$ cat src/rtl/hazard_forward_unit.sv
// hazard_forward_unit
// Data-hazard controller for a 5-stage SPARC-subset pipeline, placed in ID.
// It keeps a shadow copy of the destination register of every in-flight
// instruction from EX to WB. For each ID source operand it picks the forwarding
// mux select, and it stalls ID when a load result is needed before the load can
// forward it.
// Optional feature macro: HAZ_STALL_CNT_EN. When it is defined, a saturating
// stall-cycle counter drives stall_cnt. When it is not defined, stall_cnt is 0.
module hazard_forward_unit #(
   parameter int NSRC       = 3,
   parameter int AW         = 5,
   parameter int DEPTH      = 3,
   parameter int LOAD_STAGE = 2,
   parameter int CW         = 16,
   localparam int SW        = $clog2(DEPTH + 1)
) (
   input  logic                Clk,
   input  logic                R,
   input  logic                id_valid,
   input  logic                id_flush,
   input  logic [AW-1:0]       id_rd,
   input  logic                id_we,
   input  logic                id_load,
   input  logic [NSRC*AW-1:0]  id_src,
   input  logic [NSRC-1:0]     id_src_used,
   output logic [NSRC*SW-1:0]  fwd_sel,
   output logic                stall,
   output logic [CW-1:0]       stall_cnt
);

   // Shadow pipeline. Index k is the stage: 1 = EX, 2 = MEM, 3 = WB.
   logic          r_v  [1:DEPTH];
   logic [AW-1:0] r_rd [1:DEPTH];
   logic          r_we [1:DEPTH];
   logic          r_ld [1:DEPTH];

   // One bit per operand: the winning producer is a load that cannot forward yet.
   logic [NSRC-1:0] w_lu;
   logic            w_bubble;

   genvar gi;
   generate
      for (gi = 0; gi < NSRC; gi++) begin : g_src
         logic [AW-1:0] w_addr;
         logic [SW-1:0] w_sel;
         logic          w_ld_early;

         assign w_addr = id_src[gi*AW +: AW];

         // Find the nearest matching producer. The scan runs from the farthest
         // stage to the nearest, so the last match written is the smallest k.
         always_comb begin
            w_sel      = '0;
            w_ld_early = 1'b0;
            for (int k = DEPTH; k >= 1; k--) begin
               if (r_v[k] && r_we[k] && (r_rd[k] != '0) &&
                   (r_rd[k] == w_addr) && id_src_used[gi]) begin
                  w_sel      = SW'(k);
                  w_ld_early = r_ld[k] && (k < LOAD_STAGE);
               end
            end
         end

         assign fwd_sel[gi*SW +: SW] = w_sel;
         assign w_lu[gi]             = w_ld_early;
      end
   endgenerate

   // A squashed or empty ID slot never stalls.
   assign stall    = id_valid & ~id_flush & (|w_lu);
   assign w_bubble = stall | id_flush | ~id_valid;

   // Advance the shadow pipeline. Stage 1 gets either the ID instruction or a bubble.
   always_ff @(posedge Clk or negedge R) begin
      if (!R) begin
         for (int k = 1; k <= DEPTH; k++) begin
            r_v[k]  <= 1'b0;
            r_rd[k] <= '0;
            r_we[k] <= 1'b0;
            r_ld[k] <= 1'b0;
         end
      end else begin
         for (int k = 2; k <= DEPTH; k++) begin
            r_v[k]  <= r_v[k-1];
            r_rd[k] <= r_rd[k-1];
            r_we[k] <= r_we[k-1];
            r_ld[k] <= r_ld[k-1];
         end
         r_v[1]  <= ~w_bubble;
         r_rd[1] <= id_rd;
         r_we[1] <= id_we;
         r_ld[1] <= id_load;
      end
   end

`ifdef HAZ_STALL_CNT_EN
   logic [CW-1:0] r_stall_cnt;

   // Count stall cycles. The counter holds at all-ones instead of wrapping.
   always_ff @(posedge Clk or negedge R) begin
      if (!R) begin
         r_stall_cnt <= '0;
      end else if (stall && (r_stall_cnt != '1)) begin
         r_stall_cnt <= r_stall_cnt + 1'b1;
      end
   end

   assign stall_cnt = r_stall_cnt;
`else
   assign stall_cnt = '0;
`endif

endmodule
$ cat config.mk
export PLATFORM = sky130hd
export DESIGN_NAME = hazard_forward_unit
export DESIGN_NICKNAME = d
export VERILOG_FILES = /design/src/rtl/hazard_forward_unit.sv
export SDC_FILE = /design/constraint.sdc
export NUM_CORES = 1
export LEC_CHECK = 0
export CORE_MARGIN = 2
export CORE_UTILIZATION = 47
export CTS_CLUSTER_SIZE = 28
export DETAILED_ROUTE_END_ITERATION = 16
export GPL_TIMING_DRIVEN = 1
export HOLD_SLACK_MARGIN = 0.12
export PLACE_DENSITY = 0.84
export SLEW_MARGIN = 20
export SYNTH_ARGS = -nofsm -noshare
export SYNTH_HDL_FRONTEND = slang
export SYNTH_SLANG_ARGS = --single-unit
$ cat constraint.sdc
create_clock -name Clk -period 5 [get_ports Clk]
set_input_delay 1 -clock Clk [delete_from_list [all_inputs] [get_ports Clk]]
set_output_delay 1 -clock Clk [all_outputs]
set_load 0.05 [all_outputs]
==> results list <==
- Slack of the critical path: 0.651 ns
- The mapped netlist covers 1390 sq um.
* Count of hold-fix buffers inserted at cts: 0
- Final count of negative-setup-slack endpoints: 0
* Area grow syn2layout: 26.1%
- Maximum clock frequency: 0.230 GHz
- The number of setup buffers added after CTS is 0.
- Die height: 58.3 um
- For the final routed database, the setup TNS stands at 0 ns.
- Summing the sequential cell areas from Yosys gives 39.7% of the chip area.
* Count of boundary I/O pins: 52
* Total congestion overflow after global routing: 0
* Maximum number of buffers from clock root to sink: 2
* Diodes inserted: 0
* XOR/XNOR Fraction of Synth Area: 28.4%
- Period utilisation layout: 87.0%
- Summed over all layers, the routed wires come to 3.07 mm.
- The post-route netlist has 6.40% of its cells at a drive strength greater than 1.
* Via-per-instance ratio: 5.33
- After floorplanning, the core was divided into 19 placement rows.
- Setup repair after global routing left no endpoint under its margin.
* Syn_area_per_cell: 10.3 sq um
- The via count of the first global-routing pass came to 1043.
- In this run, synthesis produced a sequential element count of 22.
- Clock latency on the worst-skew pair: 0.31 ns
- The tool flagged a number of max-cap violations equal to 0.
- Synthesis produced 134 cells.
- Total number of yosys warnings: 0
* Startpoint kind of the worst setup timing path: input port
- The root buffer cell chosen for the clock tree is sky130_fd_sc_hd__clkbuf_4.
* Predominant post-synthesis flop cell: sky130_fd_sc_hd__dfrtp_1
* Top-count cell post-synth: sky130_fd_sc_hd__xnor2_1
- DRC Markers: 0
- Detailed placement ended at an HPWL of 2.50 mm.
- Core area: 2780 sq um
* Post-cts resize count: 0
- In this run the critical register-to-register path is captured at r_v[2].
- Clock tree from TritonCTS: built
- The worst hold path was traced through 0 stages.
- In this run, distinct cell masters in the synthesized netlist total 22.
- Yosys top cell area share: 39.7%
- By area the synthesized netlist is led by sky130_fd_sc_hd__dfrtp_1 (40%), sky130_fd_sc_hd__xnor2_1 (28%), sky130_fd_sc_hd__buf_4 (8.7%).
- For this design, the sink count on the clock tree is 22.
- IR analysis of the VDD net gives a maximum drop of 0.218 mV.
- Data arrival time of the critical path: 3.35 ns
* Worst setup path startpoint: id_src[5]
- Entering global routing, the biggest net connects 23 pins.
* Share of flip-flops with an asynchronous set or reset after synthesis: 100%
* Detailed router's first-iteration violation count: 24
- By startpoint and endpoint, the worst setup path is classified as in2out.
- Worst-path fanout max: 3
* Pre-CTS setup slack: 0.668 ns
- Summing the areas of all compound-gate instances in the mapped netlist gives 6.50% of the synthesized area.
* Portion of netlist area occupied by mux cells: 0%
* Post-route clock skew: 0.0140 ns
* Leakage power: 0.627 nW
- Fin. max-slew vios: 0
- Launch point of the worst hold path: r_we[1]
- Net count, final: 202
* First-pass GRT wire length: 4.89 mm
- Min-delay worst type: reg2reg
* Number of levels the H-tree was split into: 1
* Basic-gate share of the synthesized area counting and, or, nand and nor cells: 16.4%
- Dividing the detail-routed wire length by the instance count gives 15.1 um.
- Dominant combinational cell family by area after synthesis: XOR/XNOR gates
- Slew Limit Headroom: 36.5%
- In this run, synthesis inferred 0 flip-flops with an integrated enable.
- The worst setup path is captured at an output pin.
- Area leader, netlist: sky130_fd_sc_hd__dfrtp_1
- Pin slew with the least headroom to its limit: 0.950 ns
* R2R cell count: 4
* Final antenna-violating net count: 0
- First-pass iteration count of the detailed router: 4
* Number of hold violations in the final report: 0
* Startpoint of the lowest-slack register-to-register path: r_rd[13]
- Global placement routability congestion: 0.839
- The initial antenna violation count was 0.
- The synthesized netlist devotes 0% of its cell area to adder and majority cells.
- WHS Endpoint: r_we[0]
- The flow ran to the end, and the final reports show no timing, DRC or antenna violations.
- The initial utilization of the core area, before any placement, comes to 49.8%.
- By count the netlist is led by sky130_fd_sc_hd__xnor2_1 (45), sky130_fd_sc_hd__dfrtp_1 (22), sky130_fd_sc_hd__buf_4 (16).
- Via count: 1083
- Power spread over the standard cell area amounts to 232 nW/um^2.
- Port buffering added 35 buffers.
- Critical path data required time: 4.00 ns
- Setup slack on the worst reg-to-reg path comes out at 3.25 ns.
- In this run the horizontal extent of the chip is 58.3 um.
* DIE AREA: 3400 sq um
- The number of clock buffers added by TritonCTS is 3.
* Clock transition time at the flip-flop clock pins of the worst setup and hold paths: 0.12 ns
* Total global-route track usage: 19.0%
- Period minus WS final: 4.35 ns
==> state kept, by name (all words and copies together), names as in the netlist <==
| name | cells |
|---|---|
| r_rd | 15 |
| r_v | 3 |
| r_we | 3 |
| r_ld | 1 |
==> final cells by class <==
class                           count  area [sq um]
Sequential cell                    22           551
Timing Repair Buffer               35           350
Clock buffer                        4          36.3
Fill cell                         236          1030
Multi-Input combinational cell    111           772
Tap cell                           31          38.8
==> per-stage QoR <==
step	cells	hold WS [ns]	util, %	total power, mW	instance area, sq um
2_1_floorplan	149	0.371	-	0.279	1440
3_3_place_gp	199	0.379	61.5	0.309	1710
3_5_place_dp	199	0.390	61.5	0.312	1710
4_1_cts	203	0.419	62.8	0.407	1750
5_1_grt	203	0.434	62.8	0.426	1750
6_report	203	0.423	62.8	0.405	1750
==> cells by family after synthesis <==
logic type      Yosys count
xor+xnor                 45
flops                    22
compound gates           11
buf+inv                  16
other cells               1
simple gates             39
==> worst max-delay path, stage by stage <==
cell	delay, ns
sky130_fd_sc_hd__clkdlybuf4s50_1	0.58
sky130_fd_sc_hd__xnor2_1	0.16
sky130_fd_sc_hd__nand4_1	0.17
sky130_fd_sc_hd__or3_1	0.43
sky130_fd_sc_hd__a31oi_1	0.19
sky130_fd_sc_hd__clkdlybuf4s50_1	0.82
==> routing by layer <==
layer  share of wire [%]  vias to the layer above  GRT usage, %  routed length, um
met5                   0                        -             0                  0
met1                  43                      525          24.5               1320
li1                    -                      511             -                  -
met4                0.55                        0          3.99                 17
met3                 6.1                        4          4.84                188
met2                  50                       43          32.4               1540
==> power by group <==
group	internal, mW	leakage, nW	total (mW)	switching (mW)
Combinational	0.0472	0.347	0.106	0.0587
Clock	0.0445	0.0210	0.0962	0.0517
Sequential	0.187	0.259	0.203	0.0155
Total	0.279	0.627	0.405	0.126
==> worst max path at each step <==
| stage | to | slack, ns | depth (start not counted) |
|---|---|---|---|
| after floorplan | fwd_sel[0] | 1.35 | 4 |
| after global placement | stall | 0.67 | 6 |
| after detailed placement | stall | 0.67 | 6 |
| after CTS | stall | 0.66 | 6 |
| after global routing | stall | 0.57 | 6 |
| final | stall | 0.65 | 6 |
==> layout by cell type, fill, tap and decap left out <==
| master | Yosys | routed |
|---|---|---|
| sky130_fd_sc_hd__o211ai_2 | 2 | 2 |
| sky130_fd_sc_hd__clkdlybuf4s50_1 | 0 | 35 |
| sky130_fd_sc_hd__xnor2_1 | 45 | 45 |
| sky130_fd_sc_hd__o31ai_1 | 2 | 2 |
| sky130_fd_sc_hd__dfrtp_1 | 22 | 22 |
| sky130_fd_sc_hd__o41ai_2 | 1 | 1 |
| sky130_fd_sc_hd__or4_1 | 4 | 4 |
| sky130_fd_sc_hd__nor3_1 | 4 | 4 |
| sky130_fd_sc_hd__clkbuf_8 | 0 | 1 |
| sky130_fd_sc_hd__nand2_1 | 9 | 9 |
| sky130_fd_sc_hd__o21a_1 | 1 | 1 |
| sky130_fd_sc_hd__nor2_2 | 1 | 1 |
| sky130_fd_sc_hd__nand4_1 | 11 | 11 |
| sky130_fd_sc_hd__a21oi_1 | 2 | 2 |
| sky130_fd_sc_hd__or3_1 | 4 | 4 |
| sky130_fd_sc_hd__clkbuf_4 | 0 | 3 |
| sky130_fd_sc_hd__nor3_2 | 1 | 1 |
| sky130_fd_sc_hd__a31oi_1 | 1 | 1 |
| sky130_fd_sc_hd__o21ai_0 | 2 | 2 |
| sky130_fd_sc_hd__conb_1 | 1 | 16 |
| sky130_fd_sc_hd__nor4_1 | 1 | 1 |
| sky130_fd_sc_hd__or3_2 | 2 | 2 |
| sky130_fd_sc_hd__nor2b_1 | 1 | 1 |
| sky130_fd_sc_hd__nand2b_1 | 1 | 1 |
(Power assumes the default switching activity.)
